==> config.mk <==
export PLATFORM = sky130hd
export DESIGN_NAME = pe_row_mac
export DESIGN_NICKNAME = d
export VERILOG_FILES = /design/src/rtl/cnnpr_pkg.sv /design/src/rtl/pe_mac_lane.sv /design/src/rtl/pe_row_mac.sv
export SDC_FILE = /design/constraint.sdc
export NUM_CORES = 2
export LEC_CHECK = 0
export ABC_AREA = 1
export ABC_CLOCK_PERIOD_IN_PS = 13500
export CORE_UTILIZATION = 46
export DETAILED_ROUTE_END_ITERATION = 10
export HOLD_SLACK_MARGIN = 0.12
export PLACE_DENSITY = 0.6
export RECOVER_POWER = 25
export SLEW_MARGIN = 20
export SYNTH_ARGS = -nofsm -noshare
export SYNTH_HDL_FRONTEND = slang
export SYNTH_SLANG_ARGS = --single-unit
==> constraint.sdc <==
create_clock -name clk -period 13.5 [get_ports clk]
set_clock_uncertainty 0.2 [all_clocks]
set_input_delay 1.35 -clock clk [delete_from_list [all_inputs] [get_ports clk]]
set_output_delay 1.35 -clock clk [all_outputs]
set_load 0.02 [all_outputs]
==> src/rtl/cnnpr_pkg.sv <==
// Shared sizing, state encoding and weight-selection helper for the PE row MAC.
package cnnpr_pkg;

  localparam int DATA_WIDTH   = 8;
  localparam int IF_WIDTH     = 16;
  localparam int KERNEL_WIDTH = 3;
  localparam int OUT_WIDTH    = 14;
  localparam int PSUM_WIDTH   = 20;
  localparam int COL_W        = $clog2(IF_WIDTH);
  localparam int WEIGHT_BITS  = KERNEL_WIDTH * KERNEL_WIDTH * DATA_WIDTH;

  typedef enum logic [1:0] {
    S_IDLE  = 2'd0,
    S_ACC   = 2'd1,
    S_DRAIN = 2'd2
  } state_e;

  // Weight (r,t) sits at byte index 3r+t of the packed kernel.
  function automatic logic [DATA_WIDTH-1:0] kernel_weight(
    input logic [WEIGHT_BITS-1:0] w,
    input logic [1:0]             kr,
    input int                     t
  );
    return w[DATA_WIDTH*(KERNEL_WIDTH*int'(kr) + t) +: DATA_WIDTH];
  endfunction

endpackage

==> src/rtl/pe_mac_lane.sv <==
// One kernel-column lane: signed 8x8 product plus the target psum column and
// a flag saying whether that column falls inside the output row.
module pe_mac_lane
  import cnnpr_pkg::*;
#(
  parameter int LANE_T = 0
) (
  input  logic                  i_en,
  input  logic [DATA_WIDTH-1:0] i_act,
  input  logic [DATA_WIDTH-1:0] i_weight,
  input  logic [COL_W-1:0]      i_act_index,
  output logic                  o_en,
  output logic [COL_W-1:0]      o_col,
  output logic [PSUM_WIDTH-1:0] o_prod
);

  logic signed [2*DATA_WIDTH-1:0] w_prod;
  logic                           w_in_range;

  assign w_prod = $signed(i_act) * $signed(i_weight);
  assign o_prod = {{(PSUM_WIDTH-2*DATA_WIDTH){w_prod[2*DATA_WIDTH-1]}}, w_prod};

  // c-t is checked unsigned: c >= t rules out negative columns first.
  assign o_col      = i_act_index - COL_W'(LANE_T);
  assign w_in_range = (i_act_index >= COL_W'(LANE_T)) && (o_col <= COL_W'(OUT_WIDTH-1));
  assign o_en       = i_en && w_in_range;

endmodule

==> src/rtl/pe_row_mac.sv <==
// Row processing element: accumulates sparse activation x kernel-row products
// into 14 partial sums, then drains them one column per cycle.
module pe_row_mac
  import cnnpr_pkg::*;
(
  input  logic                   clk,
  input  logic                   reset,
  input  logic                   start,
  input  logic                   mode,
  input  logic                   en,
  input  logic [WEIGHT_BITS-1:0] parallel_out,
  input  logic [DATA_WIDTH-1:0]  serial_out,
  input  logic [COL_W-1:0]       act_index,
  input  logic [1:0]             wei_index,
  input  logic [COL_W-1:0]       row_val_num,
  input  logic                   zero_flag,
  output logic                   ready,
  output logic                   row_finish_done,
  output logic                   row_cal_done,
  output logic                   psum_valid,
  output logic [COL_W-1:0]       psum_col,
  output logic [PSUM_WIDTH-1:0]  psum_data
);

  state_e r_state, w_state_nxt;

  logic                         r_mode;
  logic [1:0]                   r_kr;
  logic [COL_W:0]               r_cnt;
  logic [COL_W-1:0]             r_drain_idx;
  logic signed [PSUM_WIDTH-1:0] r_psum [OUT_WIDTH];
  logic signed [PSUM_WIDTH-1:0] w_psum_add [OUT_WIDTH];

  logic                  r_row_finish_done, r_row_cal_done, r_psum_valid;
  logic [COL_W-1:0]      r_psum_col;
  logic [PSUM_WIDTH-1:0] r_psum_data;

  logic w_accept, w_pass_end, w_row_end, w_drain_emit, w_drain_last;

  logic [KERNEL_WIDTH-1:0] w_lane_en;
  logic [COL_W-1:0]        w_lane_col  [KERNEL_WIDTH];
  logic [PSUM_WIDTH-1:0]   w_lane_prod [KERNEL_WIDTH];

  assign w_accept     = en && (r_state == S_ACC) && !start;
  assign w_pass_end   = w_accept && (zero_flag || (r_cnt == {1'b0, row_val_num}));
  assign w_row_end    = w_pass_end && (!r_mode || (wei_index == 2'd2));
  assign w_drain_emit = (r_state == S_DRAIN) && (r_drain_idx < COL_W'(OUT_WIDTH));
  assign w_drain_last = (r_state == S_DRAIN) && (r_drain_idx == COL_W'(OUT_WIDTH));

  for (genvar k = 0; k < KERNEL_WIDTH; k++) begin : g_lane
    logic w_sel;
    // Weight-sparse mode drives only the lane matching the presented kernel column.
    assign w_sel = w_accept && !zero_flag && (!r_mode || (wei_index == 2'(k)));

    pe_mac_lane #(.LANE_T(k)) u_lane (
      .i_en        (w_sel),
      .i_act       (serial_out),
      .i_weight    (kernel_weight(parallel_out, r_kr, k)),
      .i_act_index (act_index),
      .o_en        (w_lane_en[k]),
      .o_col       (w_lane_col[k]),
      .o_prod      (w_lane_prod[k])
    );
  end

  // Lane columns are c, c-1, c-2, so the three lanes never hit the same psum.
  always_comb begin
    for (int j = 0; j < OUT_WIDTH; j++) w_psum_add[j] = '0;
    for (int k = 0; k < KERNEL_WIDTH; k++) begin
      if (w_lane_en[k]) w_psum_add[w_lane_col[k]] = w_lane_prod[k];
    end
  end

  always_ff @(posedge clk or posedge reset) begin
    if (reset) r_state <= S_IDLE;
    else       r_state <= w_state_nxt;
  end

  always_comb begin
    // NOTE: assigning the hold value first keeps this block free of latches.
    w_state_nxt = r_state;
    if (start) begin
      w_state_nxt = S_ACC;
    end else begin
      case (r_state)
        S_ACC:   if (w_row_end)    w_state_nxt = S_DRAIN;
        S_DRAIN: if (w_drain_last) w_state_nxt = S_ACC;
        default: w_state_nxt = r_state;
      endcase
    end
  end

  always_ff @(posedge clk or posedge reset) begin
    if (reset) begin
      r_mode            <= 1'b0;
      r_kr              <= '0;
      r_cnt             <= '0;
      r_drain_idx       <= '0;
      // NOTE: the psum array is reset so that an aborted row leaves nothing behind.
      for (int j = 0; j < OUT_WIDTH; j++) r_psum[j] <= '0;
      r_row_finish_done <= 1'b0;
      r_row_cal_done    <= 1'b0;
      r_psum_valid      <= 1'b0;
      r_psum_col        <= '0;
      r_psum_data       <= '0;
    end else begin
      r_row_finish_done <= w_pass_end;
      r_row_cal_done    <= 1'b0;
      r_psum_valid      <= 1'b0;
      r_psum_col        <= '0;
      r_psum_data       <= '0;
      if (start) begin
        r_mode      <= mode;
        r_kr        <= '0;
        r_cnt       <= '0;
        r_drain_idx <= '0;
        for (int j = 0; j < OUT_WIDTH; j++) r_psum[j] <= '0;
      end else begin
        if (w_pass_end)    r_cnt <= '0;
        else if (w_accept) r_cnt <= r_cnt + 1'b1;

        if (w_drain_emit) begin
          r_psum_valid   <= 1'b1;
          r_psum_col     <= r_drain_idx;
          r_psum_data    <= r_psum[r_drain_idx];
          r_row_cal_done <= (r_drain_idx == COL_W'(OUT_WIDTH-1));
          r_drain_idx    <= r_drain_idx + 1'b1;
        end else if (w_drain_last) begin
          r_drain_idx <= '0;
          r_kr        <= (r_kr == 2'd2) ? 2'd0 : r_kr + 2'd1;
          for (int j = 0; j < OUT_WIDTH; j++) r_psum[j] <= '0;
        end else begin
          for (int j = 0; j < OUT_WIDTH; j++) r_psum[j] <= r_psum[j] + w_psum_add[j];
        end
      end
    end
  end

  assign ready           = (r_state == S_ACC);
  assign row_finish_done = r_row_finish_done;
  assign row_cal_done    = r_row_cal_done;
  assign psum_valid      = r_psum_valid;
  assign psum_col        = r_psum_col;
  assign psum_data       = r_psum_data;

endmodule

Yosys cells after proc, flatten, opt, wreduce, memory -nomap -nowiden
Cells that the tools add are included.
{ "totals": {"ff_bits": 321, "input_bits": 96, "output_inout_bits": 28, "elab_cells": 154} }
{ "op_classes": {"n_addsub": 21, "multipliers": 4, "magnitude_cmp": 14, "n_eq_ne": 11, "n_shift": 3, "n_mux": 39, "n_bitwise": 5, "reduce_logical": 33} }
{ "op_table": {"columns": ["op", "n"], "rows": [
  ["2-to-1 mux 280 bit", 6],
  ["bitwise mux 280 bit", 2],
  ["adder 20 bit", 14],
  ["AND 280 bit", 1],
  ["demux 20 bit (select 4 bit)", 3],
  ["2-to-1 mux 20 bit", 7],
  ["binary-select mux 20 bit (select 4 bit)", 1],
  ["indexed part select 72 x 32 -> 8 bit", 1],
  ["indexed part select 72 x 8 -> 8 bit", 1],
  ["indexed part select 72 x 9 -> 8 bit", 1],
  ["multiplier 8 x 8 -> 16 bit", 3],
  ["adder 29 x 2 -> 29 bit, second input constant", 1],
  [">= comparator 5 bit, second input constant", 4],
  ["2-to-1 mux 4 bit", 5],
  ["NOT 4 -> 5 bit", 4],
  ["logical AND 1 bit", 19],
  ["< comparator 5 x 1 -> 1 bit, second input constant", 3],
  ["2-to-1 mux 5 bit", 3],
  ["2-to-1 mux 2 bit", 7],
  ["<= comparator 4 bit, second input constant", 3],
  ["nonzero test 3 bit", 3],
  ["equality test 4 bit, second input constant", 2],
  [">= comparator 4 x 1 -> 1 bit, second input constant", 2],
  ["equality test 2 bit, second input constant", 3],
  ["22 further kinds", 31]
]} }

Logic depth before layout (Yosys ltp)
{ "logic_depth": {"word_depth": 15, "depth_mapped": 45, "depth_no_buf": 41} }

Hierarchy
A second synthesis with hierarchy kept.
{ "unflattened": {"hier_cells": 7481, "hier_area_um2": 45788.9} }
{ "by_module_without_submodules": {"columns": ["mod", "n_inst", "cells_each", "area_each_um2", "seq_area_each_um2"], "rows": [
  ["pe_row_mac", 1, 6200, 37016.8, 8032.7],
  ["pe_mac_lane at g_lane[1].u_lane", 1, 434, 2956.6, 0.0],
  ["pe_mac_lane at g_lane[0].u_lane", 1, 426, 2936.6, 0.0],
  ["pe_mac_lane at g_lane[2].u_lane", 1, 421, 2879.0, 0.0]
]} }

Least setup slack after synthesis
Ideal clock, no wire load.
{ "synth_timing": {"kind": "register -> register", "start": "reg r_kr[0]", "end": "reg r_psum[58] in the netlist's numbering", "setup_time_ns": 0.118, "t_arrival_ns": 7.301, "required_ns": 13.182, "setup_slack_ns": 5.882, "path_stages_with_launch": 38, "path_buffers": 5, "period_less_slack_ns": 7.618, "cell_sequence": "dfrtp_1 > clkbuf_1 > inv_1 > clkbuf_1 > clkbuf_1 > ha_1 > clkbuf_1 > o21ai_0 > o22ai_1 > nand2_1 > inv_1 > nand2_1 > fa_1 > inv_1 > fa_1 > inv_1 > fa_1 > inv_1 > [... 2 more ...] > a21o_1 > nor2_1 > nand3_1 > inv_1 > nand2_1 > nand2_1 > clkbuf_1 > nand2_1 > nand3_1 > o21ai_0 > inv_1 > ha_1 > a21oi_1 > nor3_1 > a2111oi_0 > nand4_1 > nand3_1 > nand2_1"} }
{ "synth_between": {"elab_chain_cells": 13, "elab_cells_between_ends": 19, "classes_between": "add/sub: 3; mul: 4; shift: 3; mux: 8; bitwise: 1"} }
{ "synth_lines": {"columns": ["element", "line_no", "rtl"], "rows": [
  ["start, declared", "pe_row_mac.sv:28", "logic [1:0] r_kr;"],
  ["start signal, assigned", "pe_row_mac.sv:130", "r_kr <= (r_kr == 2'd2) ? 2'd0 : r_kr + 2'd1;"],
  ["multiplier 2 x 2 -> 4 bit (*)", "cnnpr_pkg.sv:24", "return w[DATA_WIDTH*(KERNEL_WIDTH*int'(kr) + t) +: DATA_WIDTH];"],
  ["parallel branches: the longest is 7 deep, another holds adder 29 x 2 -> 29 bit", null, null],
  ["2-to-1 mux 280 bit (*)", "pe_row_mac.sv:70", "if (w_lane_en[k]) w_psum_add[w_lane_col[k]] = w_lane_prod[k];"],
  ["adder 20 bit (*)", "pe_row_mac.sv:133", "for (int j = 0; j < OUT_WIDTH; j++) r_psum[j] <= r_psum[j] + w_psum_add[j];"],
  ["2-to-1 mux 280 bit (*)", "pe_row_mac.sv:128", "end else if (w_drain_last) begin"],
  ["2-to-1 mux 280 bit (*)", "pe_row_mac.sv:122", "if (w_drain_emit) begin"],
  ["2-to-1 mux 280 bit (*)", "pe_row_mac.sv:112", "if (start) begin"],
  ["end, declared", "pe_row_mac.sv:31", "logic signed [PSUM_WIDTH-1:0] r_psum [OUT_WIDTH];"]
]} }
Mark *: on every way between the ends. The select of a mux whose other input is x is not followed.
A chain may end at the register's enable or synchronous reset.

Worst setup path in the final report
{ "layout_timing": {"start": "reg r_kr[0]", "end": "reg r_psum[97] in the netlist's numbering"} }
Same word-level chain as after synthesis.

==> qor.yml <==
finalNetCount: 6656
detailed_place_hpwl_um: 124000
ys_warn_count: 0
initial_utilization_pct: 46.48
clk_latency_ps: 660
yosysTopAreaCellShare_pct: 19.56
cp_max_fo: 37
grtUsageTotal_pct: 36.58
hold_end: "r_psum[239]$_DFFE_PP0N_"
drcViolationCount: 0
drtPass1Iterations: 9
io_buffer_count: 123
period_minus_slack_ps: 9858
via_count: 43280
synth_area_leaders: "dfrtp_1 20%, ha_1 11%, nand2_1 10%"
top_level_ports: 124
hold_depth: 2
yosysSeqAreaShare_pct: 19.56
cts_post_setup_buffers_inserted: 0
ctsLongestPathBuffers: 3
criticalPathCategory: "reg2reg"
wl_um: 167100
crit_top_cell: "nand2_1"
cts.sinks: 321
synthTopCellsByCount: "1,096 x nand2_1, 940 x inv_1, 708 x o21ai_0"
rsz0062_at_grt: "no"
required_ps: 13750
grt_pass1_wl_um: 251900
grt_pass1_vias: 41220
drive_gt1_share_pct: 3.691
top_layer: "met5"
post_cts_resized: 0
die_y_um: 300.8
hold_start: "r_psum[239]$_DFFE_PP0N_"
worst_slack_ps: 3642
maxSlewHeadroom_pct: -258.6
critical_path.max_stage_delay_ps: 790
grt-ovfl-total: 0
tns_ps: 0
drt-met1-wl_um: 70990
ys.flop_type: "dfrtp_1"
drv_cap: 3
netlist_instances: 6024
ys_seq_elements: 321
coreArea_um2: 88370
finalSetupViolCount: 0
mappedNetlistNets: 6675
clkSlewWorstSetupHoldPaths_ps: 70
hold_buffers: 0
rr_endpoint: "r_psum[97]$_DFFE_PP0N_"
regToRegSetupSlack_ps: 3640
max_freq_ghz: 0.1014
cts-root-buf: "clkbuf_16"
violations: "max-capacitance violations, max-slew violations"
viasPerCell: 6.004
tightest_slew_ps: 5350
grt_max_degree: 178
arrival_ps: 10110
drt-initial-drc-count: 4962
ant_nets: 0
synth_most_common_cell: "nand2_1"
fp.dieArea_um2: 90490
r2r_start: "r_kr[0]$_DFFE_PP0P_"
antenna_found_initial: 7
netlist_area_um2: 41070
synth_edf_count: 0
hold_path_class: "reg2reg"
critPathLaunchType: "register"
htreeDepth: 2
r2r_cells: 35
syn_avg_cell_area_um2: 6.818
nFillCells: 9014
finalHoldViolCount: 0
die_w_um: 300.8
async_flop_share_pct: 100.0
gp_congestion: 1.033
postLayoutCellArea_um2: 44730
wire_per_inst_um: 23.18
register_area_um2: 8038
cts_buffers: 45
dr_wl_met2_um: 70710
syn2layout_area_growth_pct: 8.895
endpoint_kind: "register"
dpl_cell_area_um2: 43220
slew_viol_final: 210
outcome: "finished with violations"
pre_cts_ws_ps: 3345
wl_met3_um: 16080
multiInputGateArea_um2: 28440
worst_path_max_delay_cell: "ha_1"
finalCritPeriodShare_pct: 73.02
rows: 109
yosysUniqueCellTypes: 61
yosysTopAreaCell: "dfrtp_1"
cts_tree: "done"
[logic make-up (layout without fill, tap and decap cells)]
family	after synthesis	count (layout)	share of synthesized area, %
AO/OA/AOI/OAI	1790	1790	25.48
other	0	2	0
XOR/XNOR	122	122	2.620
AND/OR/NAND/NOR	2029	2029	20.93
flip-flops	321	321	19.56
adder cells (fa/ha/maj)	555	555	20.20
buffers and inverters	1207	1224	11.21
[state kept, by name, summed over array words and instances, names as in the netlist]
signal / cells
psum_col: 4
psum_data: 20
psum_valid: 1
r_cnt: 5
r_drain_idx: 4
r_kr: 2
r_mode: 1
r_psum: 280
r_state: 2
row_cal_done: 1
row_finish_done: 1
[per-stage QoR]
stage / std cells / hold WS (ps) / util, %
2_1_floorplan: 6024 / 269.2 / -
3_3_place_gp: 7123 / 292.2 / 48.90
3_5_place_dp: 7123 / 294.1 / 48.90
4_1_cts: 7206 / 309.2 / 50.64
5_1_grt: 7206 / 328.0 / 50.60
6_report: 7208 / 312.0 / 50.61
[critical path: cells and delay by family (launching register included)]
family / cells / cell delay, ps
compound gates: 4 / 1110
fa+ha+maj: 7 / 3590
buf+inv: 8 / 1450
flops: 1 / 320
simple gates: 16 / 2960
[routing by layer]
metal	global-route usage [%]	vias to the layer above
met3	9.156	483
met4	16.84	8
met2	55.07	1990
met1	49.08	20440
li1	-	20360
met5	0	-
[cell usage in the layout, fill, tap and decap left out, types with 8 or more instances in the layout]
master,instances
a21oi_1,533
o21ai_1,41
o22ai_1,84
o2111ai_1,11
a32o_1,25
nand3_1,245
inv_1,937
o21a_1,22
clkinv_1,10
ha_1,375
nor2_2,12
nor3_1,63
or2_2,29
xor2_1,74
nand4_1,63
o221ai_1,176
nor2_4,11
dfrtp_1,319
o21ai_0,708
clkbuf_16,46
clkdlybuf4s50_1,112
a221oi_1,18
o21bai_1,25
clkbuf_8,9
fa_1,180
nor4_1,10
buf_4,46
a21o_1,23
xnor2_1,46
nand2_1,1095
nor2_1,458
nor3b_1,10
clkinv_2,8
o31ai_1,22
clkbuf_1,14
a31oi_1,23
dlygate4sd3_1,11
inv_2,18
o211ai_1,30
[area by class of cell]
type | count | share of cell area [%]
Clock inverter | 16 | 0.4812
Inverter | 969 | 8.149
Clock buffer | 67 | 2.951
Timing Repair Buffer | 172 | 3.586
Tap cell | 1165 | 3.259
Sequential cell | 321 | 17.97
Multi-Input combinational cell | 4496 | 63.59
Antenna cell | 2 | 0.01119
[how the worst max path moves through the flow]
stage	startpoint	endpoint	slack (ps)
floorplan	reset	psum_col[0]$_DFF_PP0_	3070
finish	r_kr[0]$_DFFE_PP0P_	r_psum[97]$_DFFE_PP0N_	3640
CTS	r_kr[0]$_DFFE_PP0P_	r_psum[97]$_DFFE_PP0N_	3840
detailed placement	serial_out[7]	r_psum[59]$_DFFE_PP0N_	3350
global placement	serial_out[7]	r_psum[199]$_DFFE_PP0N_	3480
global route	r_kr[0]$_DFFE_PP0P_	r_psum[98]$_DFFE_PP0N_	3060
Power is left out: the tool's default activity adds up to more than one toggle a clock period on the data nets, which glitch-free logic cannot reach.
